===== src/rtl/sam_sequencer_ctrl_pkg.sv =====
// Shared definitions for the SAM row sequencer controller: opcodes, compare
// result layout, default cell width and controller state encoding.
package sam_sequencer_ctrl_pkg;

    // Default width of one cell and of the broadcast target byte.
    localparam int CELL_SIZE = 8;

    // Command opcodes as they arrive on cmd_op.
    typedef enum logic [1:0] {
        OP_NOP    = 2'd0,
        OP_CFG    = 2'd1,
        OP_SCAN   = 2'd2,
        OP_INSERT = 2'd3
    } seq_op_e;

    // Compare result from the head of the cell chain, packed as {eq,gtr}.
    localparam int CMP_EQ_BIT  = 1;
    localparam int CMP_GTR_BIT = 0;

    typedef struct packed {
        logic eq;
        logic gtr;
    } compare_t;

    // Controller states.
    typedef enum logic [2:0] {
        ST_IDLE      = 3'd0,
        ST_CFG       = 3'd1,
        ST_SCAN_ARM  = 3'd2,
        ST_SCAN_WAIT = 3'd3,
        ST_INSERT    = 3'd4,
        ST_RESP      = 3'd5
    } seq_state_e;

endpackage


===== src/rtl/sam_ins_mask_gen.sv =====
// Converts an insertion index into the per-cell strobe vectors: a one-hot
// insert point and a thermometer of cells above it that must shift up.
// Indices at or beyond NUM_CELLS produce empty vectors and flag an error.
module sam_ins_mask_gen #(
    parameter int NUM_CELLS = 32,
    parameter int IDX_W     = $clog2(NUM_CELLS)
) (
    input  logic [IDX_W:0]     idx,
    output logic [NUM_CELLS-1:0] ins_pt,
    output logic [NUM_CELLS-1:0] do_shift,
    output logic               out_of_range
);

    localparam logic [IDX_W:0] LIMIT = (IDX_W+1)'(NUM_CELLS);

    // Decode idx into one-hot insert point and thermometer shift mask.
    always_comb begin
        // NOTE: every output gets a default before the loop so no path leaves
        // a bit unassigned, which would otherwise infer a latch.
        ins_pt       = '0;
        do_shift     = '0;
        out_of_range = (idx >= LIMIT);
        for (int k = 0; k < NUM_CELLS; k++) begin
            if (!out_of_range) begin
                ins_pt[k]   = (idx == (IDX_W+1)'(k));
                do_shift[k] = ((IDX_W+1)'(k) > idx);
            end
        end
    end

endmodule


===== src/rtl/sam_sequencer_ctrl.sv =====
// Row-level controller for a chain of SAM sequencer cells. Accepts one
// command (CFG, SCAN, INSERT, NOP) at a time, drives registered broadcast and
// per-cell strobes, samples the chain compare result for SCAN and returns a
// response over a valid/ready handshake. No command overlap.
module sam_sequencer_ctrl
    import sam_sequencer_ctrl_pkg::*;
#(
    parameter int NUM_CELLS = 32,
    parameter int CELL_SIZE = sam_sequencer_ctrl_pkg::CELL_SIZE,
    parameter int SCAN_LAT  = 4,
    parameter int IDX_W     = $clog2(NUM_CELLS)
) (
    input  logic                 clk,
    input  logic                 reset_n,
    input  logic                 cmd_valid,
    output logic                 cmd_ready,
    input  logic [1:0]           cmd_op,
    input  logic [CELL_SIZE-1:0] cmd_target,
    input  logic [IDX_W:0]       cmd_idx,
    input  logic                 cmd_row_inx,
    output logic                 cell_cfg,
    output logic                 cell_is_scan,
    output logic                 cell_row_inx,
    output logic [CELL_SIZE-1:0] cell_target,
    output logic [NUM_CELLS-1:0] cell_ins_pt,
    output logic [NUM_CELLS-1:0] cell_do_shift,
    input  logic [1:0]           rslt_i,
    output logic                 rsp_valid,
    input  logic                 rsp_ready,
    output logic [1:0]           rsp_rslt,
    output logic                 rsp_err
);

    seq_state_e             state;
    logic [3:0]             wait_cnt;
    logic                   idx_err;
    logic [NUM_CELLS-1:0]   mask_ins;
    logic [NUM_CELLS-1:0]   mask_shift;
    logic                   mask_oor;

    // Insert/shift masks are decoded straight from the incoming index so they
    // can be registered on the accept edge and appear in the INSERT cycle.
    sam_ins_mask_gen #(
        .NUM_CELLS (NUM_CELLS),
        .IDX_W     (IDX_W)
    ) u_mask_gen (
        .idx          (cmd_idx),
        .ins_pt       (mask_ins),
        .do_shift     (mask_shift),
        .out_of_range (mask_oor)
    );

    // Command FSM with all strobes and response fields registered.
    always_ff @(posedge clk or negedge reset_n) begin
        if (!reset_n) begin
            state         <= ST_IDLE;
            cmd_ready     <= 1'b1;
            cell_cfg      <= 1'b0;
            cell_is_scan  <= 1'b0;
            cell_row_inx  <= 1'b0;
            cell_target   <= '0;
            cell_ins_pt   <= '0;
            cell_do_shift <= '0;
            wait_cnt      <= '0;
            idx_err       <= 1'b0;
            rsp_valid     <= 1'b0;
            rsp_rslt      <= '0;
            rsp_err       <= 1'b0;
        end else begin
            // NOTE: single-cycle strobes are cleared by default here and
            // re-asserted below; non-blocking semantics make the later
            // assignment win, so each strobe lasts exactly one cycle.
            cell_cfg      <= 1'b0;
            cell_is_scan  <= 1'b0;
            cell_ins_pt   <= '0;
            cell_do_shift <= '0;

            unique case (state)
                ST_IDLE: begin
                    if (cmd_valid) begin
                        cmd_ready    <= 1'b0;
                        cell_target  <= cmd_target;
                        cell_row_inx <= cmd_row_inx;
                        idx_err      <= mask_oor;
                        unique case (seq_op_e'(cmd_op))
                            OP_NOP: begin
                                rsp_valid <= 1'b1;
                                state     <= ST_RESP;
                            end
                            OP_CFG: begin
                                cell_cfg <= 1'b1;
                                state    <= ST_CFG;
                            end
                            OP_SCAN: begin
                                cell_is_scan <= 1'b1;
                                state        <= ST_SCAN_ARM;
                            end
                            OP_INSERT: begin
                                cell_ins_pt   <= mask_ins;
                                cell_do_shift <= mask_shift;
                                state         <= ST_INSERT;
                            end
                        endcase
                    end
                end

                ST_CFG: begin
                    rsp_valid <= 1'b1;
                    state     <= ST_RESP;
                end

                ST_SCAN_ARM: begin
                    wait_cnt <= 4'(SCAN_LAT - 1);
                    state    <= ST_SCAN_WAIT;
                end

                ST_SCAN_WAIT: begin
                    if (wait_cnt == 4'd0) begin
                        rsp_rslt  <= rslt_i;
                        rsp_valid <= 1'b1;
                        state     <= ST_RESP;
                    end else begin
                        wait_cnt <= wait_cnt - 4'd1;
                    end
                end

                ST_INSERT: begin
                    rsp_err   <= idx_err;
                    rsp_valid <= 1'b1;
                    state     <= ST_RESP;
                end

                ST_RESP: begin
                    if (rsp_ready) begin
                        rsp_valid <= 1'b0;
                        rsp_rslt  <= '0;
                        rsp_err   <= 1'b0;
                        cmd_ready <= 1'b1;
                        state     <= ST_IDLE;
                    end
                end

                default: begin
                    cmd_ready <= 1'b1;
                    state     <= ST_IDLE;
                end
            endcase
        end
    end

endmodule


===== config.mk =====
export PLATFORM = sky130hd
export DESIGN_NAME = sam_sequencer_ctrl
export DESIGN_NICKNAME = d
export VERILOG_FILES = /design/src/rtl/sam_sequencer_ctrl_pkg.sv /design/src/rtl/sam_ins_mask_gen.sv /design/src/rtl/sam_sequencer_ctrl.sv
export SDC_FILE = /design/constraint.sdc
export NUM_CORES = 1
export LEC_CHECK = 0
export CAP_MARGIN = 15
export CORE_MARGIN = 2
export CORE_UTILIZATION = 40
export CTS_CLUSTER_SIZE = 10
export DETAILED_ROUTE_END_ITERATION = 8
export PLACE_DENSITY = 0.81
export REMOVE_ABC_BUFFERS = 1
export SLEW_MARGIN = 20
export SYNTH_ARGS = -nofsm -noshare
export SYNTH_HDL_FRONTEND = slang
export SYNTH_SLANG_ARGS = --single-unit
export TNS_END_PERCENT = 30

===== constraint.sdc =====
create_clock -name clk -period 3.9 [get_ports clk]
set_input_delay 0.39 -clock clk [delete_from_list [all_inputs] [get_ports clk]]
set_output_delay 0.39 -clock clk [all_outputs]
set_load 0.05 [all_outputs]

* Yosys cells after proc, flatten, opt, wreduce, memory -nomap -nowiden
Index checks and enable logic that the tools add are counted.
** Cells by class
- Magnitude comparators :: 33
- Add/subtract/negate cells :: 1
- Eq/ne operators :: 44
- Bitwise operators :: 1
- Reductions and logical operators :: 17
- Mux-type cells :: 95
** Operators by type and width (number)
- 32-bit two-way mux :: 6
- 6-bit by 5-bit == test with 1-bit output, second input constant :: 16
- 5-bit by 6-bit greater-than comparator with 1-bit output, first input constant :: 16
- 1-bit two-way mux :: 76
- 6-bit by 4-bit == test with 1-bit output, second input constant :: 8
- 4-bit by 6-bit greater-than comparator with 1-bit output, first input constant :: 8
- 6-bit by 3-bit == test with 1-bit output, second input constant :: 4
- 3-bit by 6-bit greater-than comparator with 1-bit output, first input constant :: 4
- 3-bit case mux with 5 select lines :: 1
- 6-bit by 2-bit == test with 1-bit output, second input constant :: 2
- 1-bit by 6-bit greater-than comparator with 1-bit output, first input constant :: 2
- 2-bit by 6-bit greater-than comparator with 1-bit output, first input constant :: 2
- 3-bit case mux with 4 select lines :: 1
- 3-bit two-way mux :: 3
- 3-bit AND reduction :: 3
- 2-bit != test, second input constant :: 4
- 4-bit case mux with 2 select lines :: 1
- 3-bit by 2-bit == test with 1-bit output, second input constant :: 2
- 3-bit == test, second input constant :: 2
- 6-bit by 1-bit == test with 1-bit output, second input constant :: 1
- 6-bit >= comparator, second input constant :: 1
- 6-bit logical NOT :: 1
- 2-bit AND reduction :: 3
- 2-bit nonzero test :: 3
- other kinds (19) :: 21
** Storage, ports and cells
- Input bits :: 23
- Register bits :: 88
- Logic and storage cells :: 204
- Output and inout bits :: 80

* Depth between registers and ports, before layout
- Word-level depth :: 5
- Depth in mapped cells :: 6
- Gate-level depth less buffers :: 6

* By module
A second synthesis with hierarchy kept.
** Unflattened totals
- Cells, all modules :: 354
- Area, all modules :: 3861.2 µm²
** By module, submodules not included
- sam_sequencer_ctrl :: seq. area each 2203.4 µm², cells an instance 247, times used 1, area each 3280.6 µm²
- sam_ins_mask_gen :: seq. area each 0.0 µm², cells an instance 107, times used 1, area each 580.6 µm²

* Worst setup path after synthesis
Ideal clock, no wire load.
- Kind :: register to register
- Start :: reg wait_cnt[0]
- End :: reg rsp_rslt[0]
- Period minus slack after synthesis :: 1.717 ns
- Setup slack :: 2.183 ns
- Library setup time :: 0.140 ns
- Buffers on the path :: 0
- Data arrival time :: 1.577 ns
- Data required time :: 3.760 ns
- Stages on the path, launching flop included :: 7
- Path through :: dfrtp_1 inv_1 ha_1 nor3b_1 nand3_1 mux2i_1 o22ai_1
** Between the ends
- Cells in the longest elaborated chain, start to end :: 3
** Ends and longest elaborated chain
- start, declared :: RTL line sam_sequencer_ctrl.sv:35 : logic [3:0] wait_cnt;
- start signal, assigned :: RTL line sam_sequencer_ctrl.sv:113 : wait_cnt <= 4'(SCAN_LAT - 1);
- start signal, assigned :: RTL line sam_sequencer_ctrl.sv:123 : wait_cnt <= wait_cnt - 4'd1;
- 4-bit logical NOT :: RTL line sam_sequencer_ctrl.sv:118 : if (wait_cnt == 4'd0) begin
- 2-bit != test (no line)
- 3-bit AND reduction (no line)
- end signal, assigned :: RTL line sam_sequencer_ctrl.sv:119 : rsp_rslt <= rslt_i;
- end, declared :: RTL line sam_sequencer_ctrl.sv:30 : output logic [1:0] rsp_rslt,
Every way passes these cells.
A chain may end at the register's enable or synchronous reset.

* Final worst setup path
- Start :: reg cmd_ready
- End :: out cmd_ready
** RTL lines
- start, declared :: RTL line sam_sequencer_ctrl.sv:16 : output logic cmd_ready,
- start signal, assigned :: RTL line sam_sequencer_ctrl.sv:57 : cmd_ready <= 1'b1;
- start signal, assigned :: RTL line sam_sequencer_ctrl.sv:81 : cmd_ready <= 1'b0;
- start signal, assigned :: RTL line sam_sequencer_ctrl.sv:138 : cmd_ready <= 1'b1;
No word-level cell between the ends.

==> summary.md <==
| Metric | Value |
|---|---|
| Outcome | complete, no violations |
| Initial core utilization | 0.412 |
| CP endpoint kind | output port |
| Post-CTS setup repair buffer count | 0 |
| Pin count of the biggest net entering global routing | 89 |
| # diodes | 0 |
| Worst-case clock buffer depth | 2 |
| Final setup viols | 0 |
| Core ar. | 8220 sq um |
| Synth Cell Area | 3390 sq um |
| Async SR Flop Fraction | 1.00 |
| CP required | 3.51 ns |
| EDFF count, synth | 0 |
| Upper clock frequency limit | 0.480 GHz |
| Reg2reg path depth | 6 |
| Ys Warns | 0 |
| Clock Skew | 0.0140 ns |
| Ratio of cells with drive above 1 in the final layout | 0.103 |
| Minimum clock period | 2.08 ns |
| Number of port buffers | 102 |
| Synth area leader | dfrtp_1 |
| Syn avg cell area | 11.5 sq um |
| Detailed-route wire length | 7800 um |
| WP data arrival | 1.69 ns |
| Cells after synthesis | 294 |
| Num ports | 103 |
| Fin. max-slew vios | 0 |
| GP Congestion | 0.836 |
| CTS tree | built |
| DIE WIDTH | 96 um |
| CP max FO | 3 |
| FF-to-FF End | rsp_rslt[0] |
| Worst Tran Pin Value | 0.782 ns |
| Hold/Removal Path Class | input port to asynchronous set/reset pin |
| Tot GR Track Use | 0.182 |
| Row count | 33 |
| Routed Antenna Nets | 0 |
| H-tree levels | 3 |
| 1st-iter DRT viols | 166 |
| Power per cell area | 521 nW/um^2 |
| RSZ-0062 raised after global routing | no |
| R2R Path Start | wait_cnt[0] |
| CTS Root Cell | clkbuf_8 |
| Reg clk slew, reported paths | 0.08 ns |
| Delay-heaviest family, CP | buffers and inverters |
| Initial antenna violation count | 0 |
| Sink Count | 88 |
| Worst skew pair latency | 0.35 ns |
| CP max stage delay | 0.80 ns |
| Wirelength per Cell | 15.5 um |
| Crit-path cells | clkdlybuf4s50_1 |
| Yosys reg bits | 88 |
| DIE AREA | 9220 sq um |
| Top FF cell, synth | dfrtp_1 |
| Post-CTS Resized | 0 |
| Area grow syn2layout | 38.5% |
| Detailed placer's ending HPWL | 5550 um |
| Total negative slack | 0 ns |
| Worst vdd ir | 398 uV |
| Grt ovf | 0 |
| Leak | 2.08 nW |
| Vias per std cell | 5.07 |
| # hold bufs at CTS | 0 |
| Overall power | 2.44 mW |
| TritonRoute pass-1 iters | 4 |
| Period utilisation layout | 0.534 |
| Vias | 2,552 |
| Worst hold margin | 0.0853 ns |
| Hold Fails Final Rpt | 0 |
| Layout Nets | 421 |
| Worst path slowest cell | clkdlybuf4s50_1 |
| # DRC | 0 |
| Distinct cells, synth | 44 |
| Worst slew margin | 0.477 |
| Startpoint Class | register |
| Register area share after synthesis | 0.651 |
| First-pass GRT wire length | 12,800 um |
| Die Y-Extent | 96 um |
| WP buf/inv | 1 |
| Yosys top cell area share | 0.643 |
| R2R setup slack | 1.83 ns |
| Crit Path Category | register to output port |
| Vias in the first global route | 2,563 |
| Number of buffers created by CTS | 9 |
| Synth top area cells | dfrtp_1, nor2_1, mux2_2 |
| Max Cap Viol | 0 |
## power breakdown
part           internal [mW]  switching, mW  leakage [nW]
Clock                  0.316          0.314         0.103
Combinational          0.269          0.423         0.794
Sequential              1.01          0.110          1.19
Total                   1.60          0.847          2.08
## sequential cells by signal, indices dropped and copies added, names as in the netlist
signal,cells
cell_is_scan,1
cell_ins_pt,32
rsp_rslt,2
cell_target,8
cell_row_inx,1
rsp_valid,1
rsp_err,1
state,3
wait_cnt,4
cmd_ready,1
idx_err,1
cell_cfg,1
cell_do_shift,32
## cell usage after synthesis, types with 3 or more instances
library cell,n
nand2_1,17
and2_1,5
a21oi_1,21
nor2b_1,4
mux2i_1,3
mux2_2,10
o21ai_0,4
inv_1,12
or2_2,4
nand2b_1,13
nor2_1,37
ha_1,5
o22ai_1,4
dfrtp_1,87
clkbuf_1,11
nand3b_1,3
a31oi_1,4
nor3_1,18
## final cells by class
type	count	area, sq um
Clock inverter	6	65.1
Clock buffer	10	138
Tap cell	105	131
Inverter	12	45.0
Multi-Input combinational cell	179	1080
Fill cell	705	3530
Sequential cell	88	2200
Timing Repair Buffer	103	1030
## through the flow
stage               setup slack (ns)  instance area [sq um]  cells   util
floorplan                       1.81                   3330    279      -
global placement                1.64                   4480    487  0.546
detailed placement              1.55                   4480    487  0.546
CTS                             1.79                   4690    503  0.570
global route                    1.62                   4690    503  0.571
finish                          1.82                   4690    503  0.571
## cell families (layout without fill, tap and decap cells)
kind of cell               count (synthesis)  count (layout)  share of synthesized area
adders and majority gates                  5               5                     0.0185
other                                      1               1                    0.00111
AOI/OAI and AO/OA                         43              43                     0.0769
DFF                                       88              88                      0.651
muxes                                     13              13                     0.0421
and+or+nand+nor                          117             117                      0.180
buffers and inverters                     27             131                     0.0307
## routing by layer
layer	global-route usage	wire (um)	vias to the layer above
met5	0	0	-
met4	0.0714	131	0
met3	0.0282	337	10
met2	0.307	4080	82
met1	0.237	3250	1271
li1	-	-	1189
## worst max-delay path by stage
stage / startpoint / end / slack, ns / cells after the start
finish: cmd_ready / cmd_ready / 1.82 / 1
global placement: cmd_valid / cell_do_shift[19] / 1.64 / 5
global route: wait_cnt[0] / rsp_rslt[0] / 1.62 / 6
CTS: cmd_ready / cmd_ready / 1.79 / 1
floorplan: state[2] / cell_do_shift[19] / 1.81 / 4
detailed placement: cmd_valid / cell_do_shift[19] / 1.55 / 5
## cell usage in the layout (no fill, tap or decap), drive strengths merged, types with 2 or more instances in the layout
cell type / instances
mux2: 10
dfrtp: 87
nand2: 18
nor3: 19
nand3b: 3
nor4: 2
nand2b: 13
nand3: 3
ha: 5
a21oi: 22
mux2i: 3
clkbuf: 10
o21ai: 4
buf: 2
or2: 6
inv: 14
clkdlybuf4s50: 101
o22ai: 4
clkinv: 2
or3: 2
a31oi: 4
nor2: 37
and2: 5
nor2b: 5
No activity file was read; power rests on OpenSTA's default activity.
